[config.mk]
export PLATFORM = sky130hd
export DESIGN_NAME = alu_issue
export DESIGN_NICKNAME = d
export VERILOG_FILES = /design/src/rtl/alu_pkg.sv /design/src/rtl/fwd_mux.sv /design/src/rtl/alu_issue.sv
export SDC_FILE = /design/constraint.sdc
export NUM_CORES = 1
export LEC_CHECK = 0
export ABC_CLOCK_PERIOD_IN_PS = 1700
export CORE_MARGIN = 2
export CORE_UTILIZATION = 41
export CTS_BUF_LIST = sky130_fd_sc_hd__clkbuf_16
export DETAILED_ROUTE_END_ITERATION = 12
export HOLD_SLACK_MARGIN = 0.08
export PLACE_DENSITY = 0.8
export SLEW_MARGIN = 40
export SYNTH_ARGS = -nofsm -noshare
export SYNTH_HDL_FRONTEND = slang
export SYNTH_SLANG_ARGS = --single-unit
[constraint.sdc]
create_clock -name clk -period 1.7 [get_ports clk]
set_input_delay 0.17 -clock clk [delete_from_list [all_inputs] [get_ports clk]]
set_output_delay 0.17 -clock clk [all_outputs]
set_load 0.01 [all_outputs]
[src/rtl/alu_pkg.sv]
// alu_pkg: shared types and constants for the ALU issue (ID/EX) stage.
//   aluop_t   ALU operation code type
//   ridx_t    register index type
//   ALUOP_*   ALU operation encodings, ALUOP_NOP is the bubble opcode
//   REG_ZERO  index of the hard-wired zero register
// Optional feature macro used by the files importing this package: WB_FWD_EN
package alu_pkg;

    localparam int DATA_W    = 32;
    localparam int REG_IDX_W = 5;
    localparam int ALUOP_W   = 5;

    typedef logic [ALUOP_W-1:0]   aluop_t;
    typedef logic [REG_IDX_W-1:0] ridx_t;

    localparam aluop_t ALUOP_NOP = 5'h00;
    localparam aluop_t ALUOP_ADD = 5'h01;
    localparam aluop_t ALUOP_SUB = 5'h02;
    localparam aluop_t ALUOP_AND = 5'h03;
    localparam aluop_t ALUOP_OR  = 5'h04;
    localparam aluop_t ALUOP_XOR = 5'h05;
    localparam aluop_t ALUOP_SLT = 5'h06;
    localparam aluop_t ALUOP_SLL = 5'h07;
    localparam aluop_t ALUOP_SRL = 5'h08;
    localparam aluop_t ALUOP_SRA = 5'h09;
    localparam aluop_t ALUOP_LUI = 5'h0A;

    localparam ridx_t REG_ZERO = 5'd0;

endpackage

[src/rtl/fwd_mux.sv]
// fwd_mux: selects the value one ALU source operand should see.
//   idx, data            registered source index and regfile data
//   mem_wr_en/idx/data   EX/MEM result bus
//   wb_wr_en/idx/data    MEM/WB result bus (only used when WB_FWD_EN is defined)
//   fwd                  forwarded operand value
// Priority: zero register > EX/MEM > MEM/WB (WB_FWD_EN) > registered data.
module fwd_mux
    import alu_pkg::*;
#(
    parameter int W      = DATA_W,
    parameter int RIDX_W = REG_IDX_W
) (
    input  logic [RIDX_W-1:0] idx,
    input  logic [W-1:0]      data,
    input  logic              mem_wr_en,
    input  logic [RIDX_W-1:0] mem_idx,
    input  logic [W-1:0]      mem_data,
    input  logic              wb_wr_en,
    input  logic [RIDX_W-1:0] wb_idx,
    input  logic [W-1:0]      wb_data,
    output logic [W-1:0]      fwd
);

    logic is_zero;
    logic mem_hit;

    assign is_zero = (idx == RIDX_W'(REG_ZERO));
    assign mem_hit = mem_wr_en && (mem_idx == idx);

`ifdef WB_FWD_EN
    logic wb_hit;
    assign wb_hit = wb_wr_en && (wb_idx == idx);

    always_comb begin
        fwd = data;
        if (is_zero)
            fwd = '0;
        else if (mem_hit)
            fwd = mem_data;
        else if (wb_hit)
            fwd = wb_data;
    end
`else
    // Without the WB path the regfile is write-before-read, so the WB bus
    // carries nothing this stage needs.
    logic unused_wb;
    assign unused_wb = ^{wb_wr_en, wb_idx, wb_data};

    always_comb begin
        fwd = data;
        if (is_zero)
            fwd = '0;
        else if (mem_hit)
            fwd = mem_data;
    end
`endif

endmodule

[src/rtl/alu_issue.sv]
// alu_issue: ID/EX pipeline stage feeding the ALU.
//   clk, rst            clock, synchronous active-high reset
//   stall, flush        hazard-unit hold / bubble controls (rst > flush > stall > load)
//   in_*                decoded instruction from the decode stage
//   mem_*               EX/MEM forwarding source
//   wb_*                MEM/WB forwarding source
//   A, B, ALUOp         ALU operands and operation
//   out_valid           stage holds a valid instruction
//   out_rd_idx          registered destination index
//   out_wr_en           registered write enable, gated by out_valid
// Macro WB_FWD_EN: enables MEM/WB forwarding and refresh of held operands
// during a stall. Without it the wb_* ports are ignored.
module alu_issue
    import alu_pkg::*;
#(
    parameter int W      = DATA_W,
    parameter int RIDX_W = REG_IDX_W,
    parameter int OP_W   = ALUOP_W
) (
    input  logic              clk,
    input  logic              rst,
    input  logic              stall,
    input  logic              flush,
    input  logic              in_valid,
    input  logic [RIDX_W-1:0] in_rs_idx,
    input  logic [RIDX_W-1:0] in_rt_idx,
    input  logic [W-1:0]      in_rs_data,
    input  logic [W-1:0]      in_rt_data,
    input  logic [W-1:0]      in_imm,
    input  logic              in_use_imm,
    input  logic [OP_W-1:0]   in_aluop,
    input  logic [RIDX_W-1:0] in_rd_idx,
    input  logic              in_wr_en,
    input  logic              mem_wr_en,
    input  logic [RIDX_W-1:0] mem_idx,
    input  logic [W-1:0]      mem_data,
    input  logic              wb_wr_en,
    input  logic [RIDX_W-1:0] wb_idx,
    input  logic [W-1:0]      wb_data,
    output logic [W-1:0]      A,
    output logic [W-1:0]      B,
    output logic [OP_W-1:0]   ALUOp,
    output logic              out_valid,
    output logic [RIDX_W-1:0] out_rd_idx,
    output logic              out_wr_en
);

    logic              valid_q;
    logic [RIDX_W-1:0] rs_idx_q;
    logic [RIDX_W-1:0] rt_idx_q;
    logic [W-1:0]      rs_data_q;
    logic [W-1:0]      rt_data_q;
    logic [W-1:0]      imm_q;
    logic              use_imm_q;
    logic [OP_W-1:0]   aluop_q;
    logic [RIDX_W-1:0] rd_idx_q;
    logic              wr_en_q;

    logic [W-1:0]      rs_fwd;
    logic [W-1:0]      rt_fwd;

    always_ff @(posedge clk) begin
        if (rst) begin
            valid_q   <= 1'b0;
            rs_idx_q  <= '0;
            rt_idx_q  <= '0;
            rs_data_q <= '0;
            rt_data_q <= '0;
            imm_q     <= '0;
            use_imm_q <= 1'b0;
            aluop_q   <= OP_W'(ALUOP_NOP);
            rd_idx_q  <= '0;
            wr_en_q   <= 1'b0;
        end else if (flush) begin
            // A flush coinciding with a stall only kills the instruction;
            // the rest of the stage keeps its held contents.
            valid_q <= 1'b0;
            wr_en_q <= 1'b0;
            if (!stall)
                aluop_q <= OP_W'(ALUOP_NOP);
        end else if (stall) begin
`ifdef WB_FWD_EN
            // The WB result is only visible for one cycle; capture it into the
            // held operand so it survives after the writer retires.
            if (valid_q && wb_wr_en && (wb_idx != RIDX_W'(REG_ZERO))) begin
                if (wb_idx == rs_idx_q)
                    rs_data_q <= wb_data;
                if (wb_idx == rt_idx_q)
                    rt_data_q <= wb_data;
            end
`endif
        end else begin
            valid_q   <= in_valid;
            rs_idx_q  <= in_rs_idx;
            rt_idx_q  <= in_rt_idx;
            rs_data_q <= in_rs_data;
            rt_data_q <= in_rt_data;
            imm_q     <= in_imm;
            use_imm_q <= in_use_imm;
            aluop_q   <= in_valid ? in_aluop : OP_W'(ALUOP_NOP);
            rd_idx_q  <= in_rd_idx;
            wr_en_q   <= in_valid && in_wr_en;
        end
    end

    fwd_mux #(.W(W), .RIDX_W(RIDX_W)) u_fwd_rs (
        .idx       (rs_idx_q),
        .data      (rs_data_q),
        .mem_wr_en (mem_wr_en),
        .mem_idx   (mem_idx),
        .mem_data  (mem_data),
        .wb_wr_en  (wb_wr_en),
        .wb_idx    (wb_idx),
        .wb_data   (wb_data),
        .fwd       (rs_fwd)
    );

    fwd_mux #(.W(W), .RIDX_W(RIDX_W)) u_fwd_rt (
        .idx       (rt_idx_q),
        .data      (rt_data_q),
        .mem_wr_en (mem_wr_en),
        .mem_idx   (mem_idx),
        .mem_data  (mem_data),
        .wb_wr_en  (wb_wr_en),
        .wb_idx    (wb_idx),
        .wb_data   (wb_data),
        .fwd       (rt_fwd)
    );

    // The immediate is a decode-time constant and never takes a forward.
    assign A          = rs_fwd;
    assign B          = use_imm_q ? imm_q : rt_fwd;
    assign ALUOp      = aluop_q;
    assign out_valid  = valid_q;
    assign out_rd_idx = rd_idx_q;
    assign out_wr_en  = wr_en_q && valid_q;

endmodule

==> summary.txt <==
status: complete, but fails checks
violated checks: negative setup slack
Post-route DRC: 0
Post-Syn Area: 5773 um2
post-synth cell types: 27
Max Cap Viol: 0
max-slew violation count: 0
Syn Nets: 1001
htree depth: 4
fillers: 1171
worst-skew pair later-pin latency: 0.41 ns
HP Class: in -> reg
Yosys warning count: 0
initial antenna violation count: 0
power density over the cells: 836.3 nW/um2
final worst path period share: 1.336
Clock Tree Buf Depth: 2
CP startpoint kind: flip-flop
fin crit period: 2.272 ns
Setup Skew: 0 ns
Post-Synthesis Cells: 802
fin nets: 1237
Vias per Instance: 5.396
All-Layer GR Usage: 0.2800
Avg Inst Size Synth: 7.198 um2
final hold vios: 0
most frequent cells in the layout: nand2_1, clkdlybuf4s50_1, a21oi_1, dfxtp_1, buf_2
async set-reset flop share out of synthesis: 0
drt pass-1 iters: 6
crit path max fanout: 7
RePlAce Congestion: 0.8698
Top-Level Pins: 275
WS Path Type: reg -> out
global-route wire length before repair: 32440 um
Clk pwr share: 0.415
share of post-route cells with drive strength above 1: 0.2084
Initial Util: 0.4175
f_max: 440.2 MHz
Worst VDD drop: 676.9 uV
# setup viols final: 64
Final WS setup: -0.5718 ns
Multi-input gate area: 3197 um2
WL final: 21360 um
Least-Margin Pin Slew: 0.4412 ns
Clk pin slew, worst setup/hold paths: 0.05 ns
HPWL Detailed: 13770 um
NetSw: 0.002069 W
Crit. End Element: output port
vias in the first global route: 6344
Num CTS Buffers: 17
Int Pwr: 0.005668 W
Port Buffers: 236
diodes inserted: 0
CTS tree: done
Layout Utilization: 0.6691
DIE AREA: 15050 um2
DR WL/cell: 17.35 um
Slew HR: 0.7058
Layout Area Growth over Synthesis: 60.25%
FP Rows: 43
hold-fix buffers at CTS: 0
core area: 13830 um2
clk sinks: 119
CP Data Required Time: 1.53 ns
Combinational Power Share: 0.199
First DRT Iteration DRCs: 550
unrepaired setup endpoints after global routing: yes
CP arrival: 2.10 ns
vias: 6643
Reg area: 2389 um2
Main synth FF type: dfxtp_1
Switching Fraction: 0.2674
Leakage: 3.537 nW
pin count of the biggest net entering global routing: 64
sequential power share: 0.386
EDFF count, synth: 0
Routed Antenna Nets: 0
grt total ovfl: 0
Die Wd: 122.7 um
most common cell after layout, fill and taps aside: nand2_1
Yosys reg bits: 119
Tot Pwr: 0.007737 W
Die H: 122.7 um
clock root buffer: clkbuf_16
Seq/Total Area, Yosys: 0.4127
metal layers:
metal  global-route usage  vias up  wire length [um]
li1                     -     3188                 -
met1               0.3595     3120              8941
met2               0.4506      294             10160
met3              0.08504       41              1791
met4              0.08549        0               465
met5                    0        -                 0
registers in the layout (all words and copies together), names as in the netlist:
name and count:
rt_idx_q 5, use_imm_q 1, out_rd_idx 5, ALUOp 5, rs_data_q 32, out_valid 1
rt_data_q 32, rs_idx_q 5, wr_en_q 1, imm_q 32
worst max-delay path: stages, from the launching register on:
cell,delay (ns)
dfxtp_2,0.33
xor2_2,0.19
nor4_4,0.30
buf_4,0.18
and2_4,0.16
buf_12,0.15
buf_16,0.14
o211ai_2,0.08
buf_2,0.15
power by group through the flow:
stage	combinational [W]	clock [W]	sequential (W)
after floorplan	0.000571	0	0.00303
after detailed placement	0.00136	0	0.00304
after global routing	0.00165	0.00339	0.00300
after global placement	0.00136	0	0.00303
final	0.00154	0.00321	0.00299
after CTS	0.00151	0.00325	0.00298
through the flow:
step                      std cells  cell area, um2  hold WS (ns)  setup WS [ns]  TNS, ns
after floorplan                 802            5773        0.2493         0.1419        0
after global placement         1178            8512        0.4386        -0.7261   -42.17
after detailed placement       1178            8512        0.4436        -0.8423   -44.91
after CTS                      1230            9154        0.1744        -0.6104   -30.93
after global routing           1231            9251        0.1777        -0.6611   -33.89
final                          1231            9251        0.1813        -0.5718   -28.21
final timing paths:
check / start / endpoint / slack (ns) / depth (start not counted)
max: rt_idx_q[3] / B[27] / -0.57 / 8
min: rst / rt_data_q[21] / 0.18 / 2
max reg2reg: use_imm_q / use_imm_q / 0.59 / 3
min reg2reg: rs_data_q[11] / rs_data_q[11] / 0.45 / 2
cell type report:
type | instances | share of cell area
Tap cell | 180 | 0.02434
Sequential cell | 119 | 0.2582
Clock inverter | 15 | 0.01068
Timing Repair Buffer | 294 | 0.3153
Clock buffer | 17 | 0.04598
Multi-Input combinational cell | 606 | 0.3456
synth_stat cells (2+ instances only):
master    number  area share
o211ai_1       2      0.0026
nand2_1      294        0.19
clkbuf_1      49       0.032
buf_2         20       0.017
nand4_1       33       0.036
buf_12         3       0.010
xor2_1         4      0.0061
buf_1          4      0.0026
nor3_1         3      0.0026
dfxtp_1      119        0.41
nand3b_1       5      0.0065
o211ai_2      30       0.065
nor2_1         3      0.0020
nor2b_1        2      0.0022
xnor2_1        6      0.0091
a21oi_1      150        0.13
and2_1         3      0.0033
nand3_1       32       0.028
o21ai_0       32       0.028
cell families (layout without fill, tap and decap cells):
group / Yosys count / after routing / synth area share
and+or+nand+nor: 380 / 380 / 0.2798
buffers and inverters: 77 / 326 / 0.06415
DFF: 119 / 119 / 0.4127
xor gates and xnor gates: 10 / 10 / 0.01517
AOI/OAI and AO/OA: 216 / 216 / 0.2282
what timing repair did:
action                     4_1_cts  5_1_grt
setup buffers                   13        2
setup endpoints to repair       64       64
pin swaps                       37        8
gates resized for setup        297       25
cloned                           7        1
No activity file was read; power rests on OpenSTA's default activity.
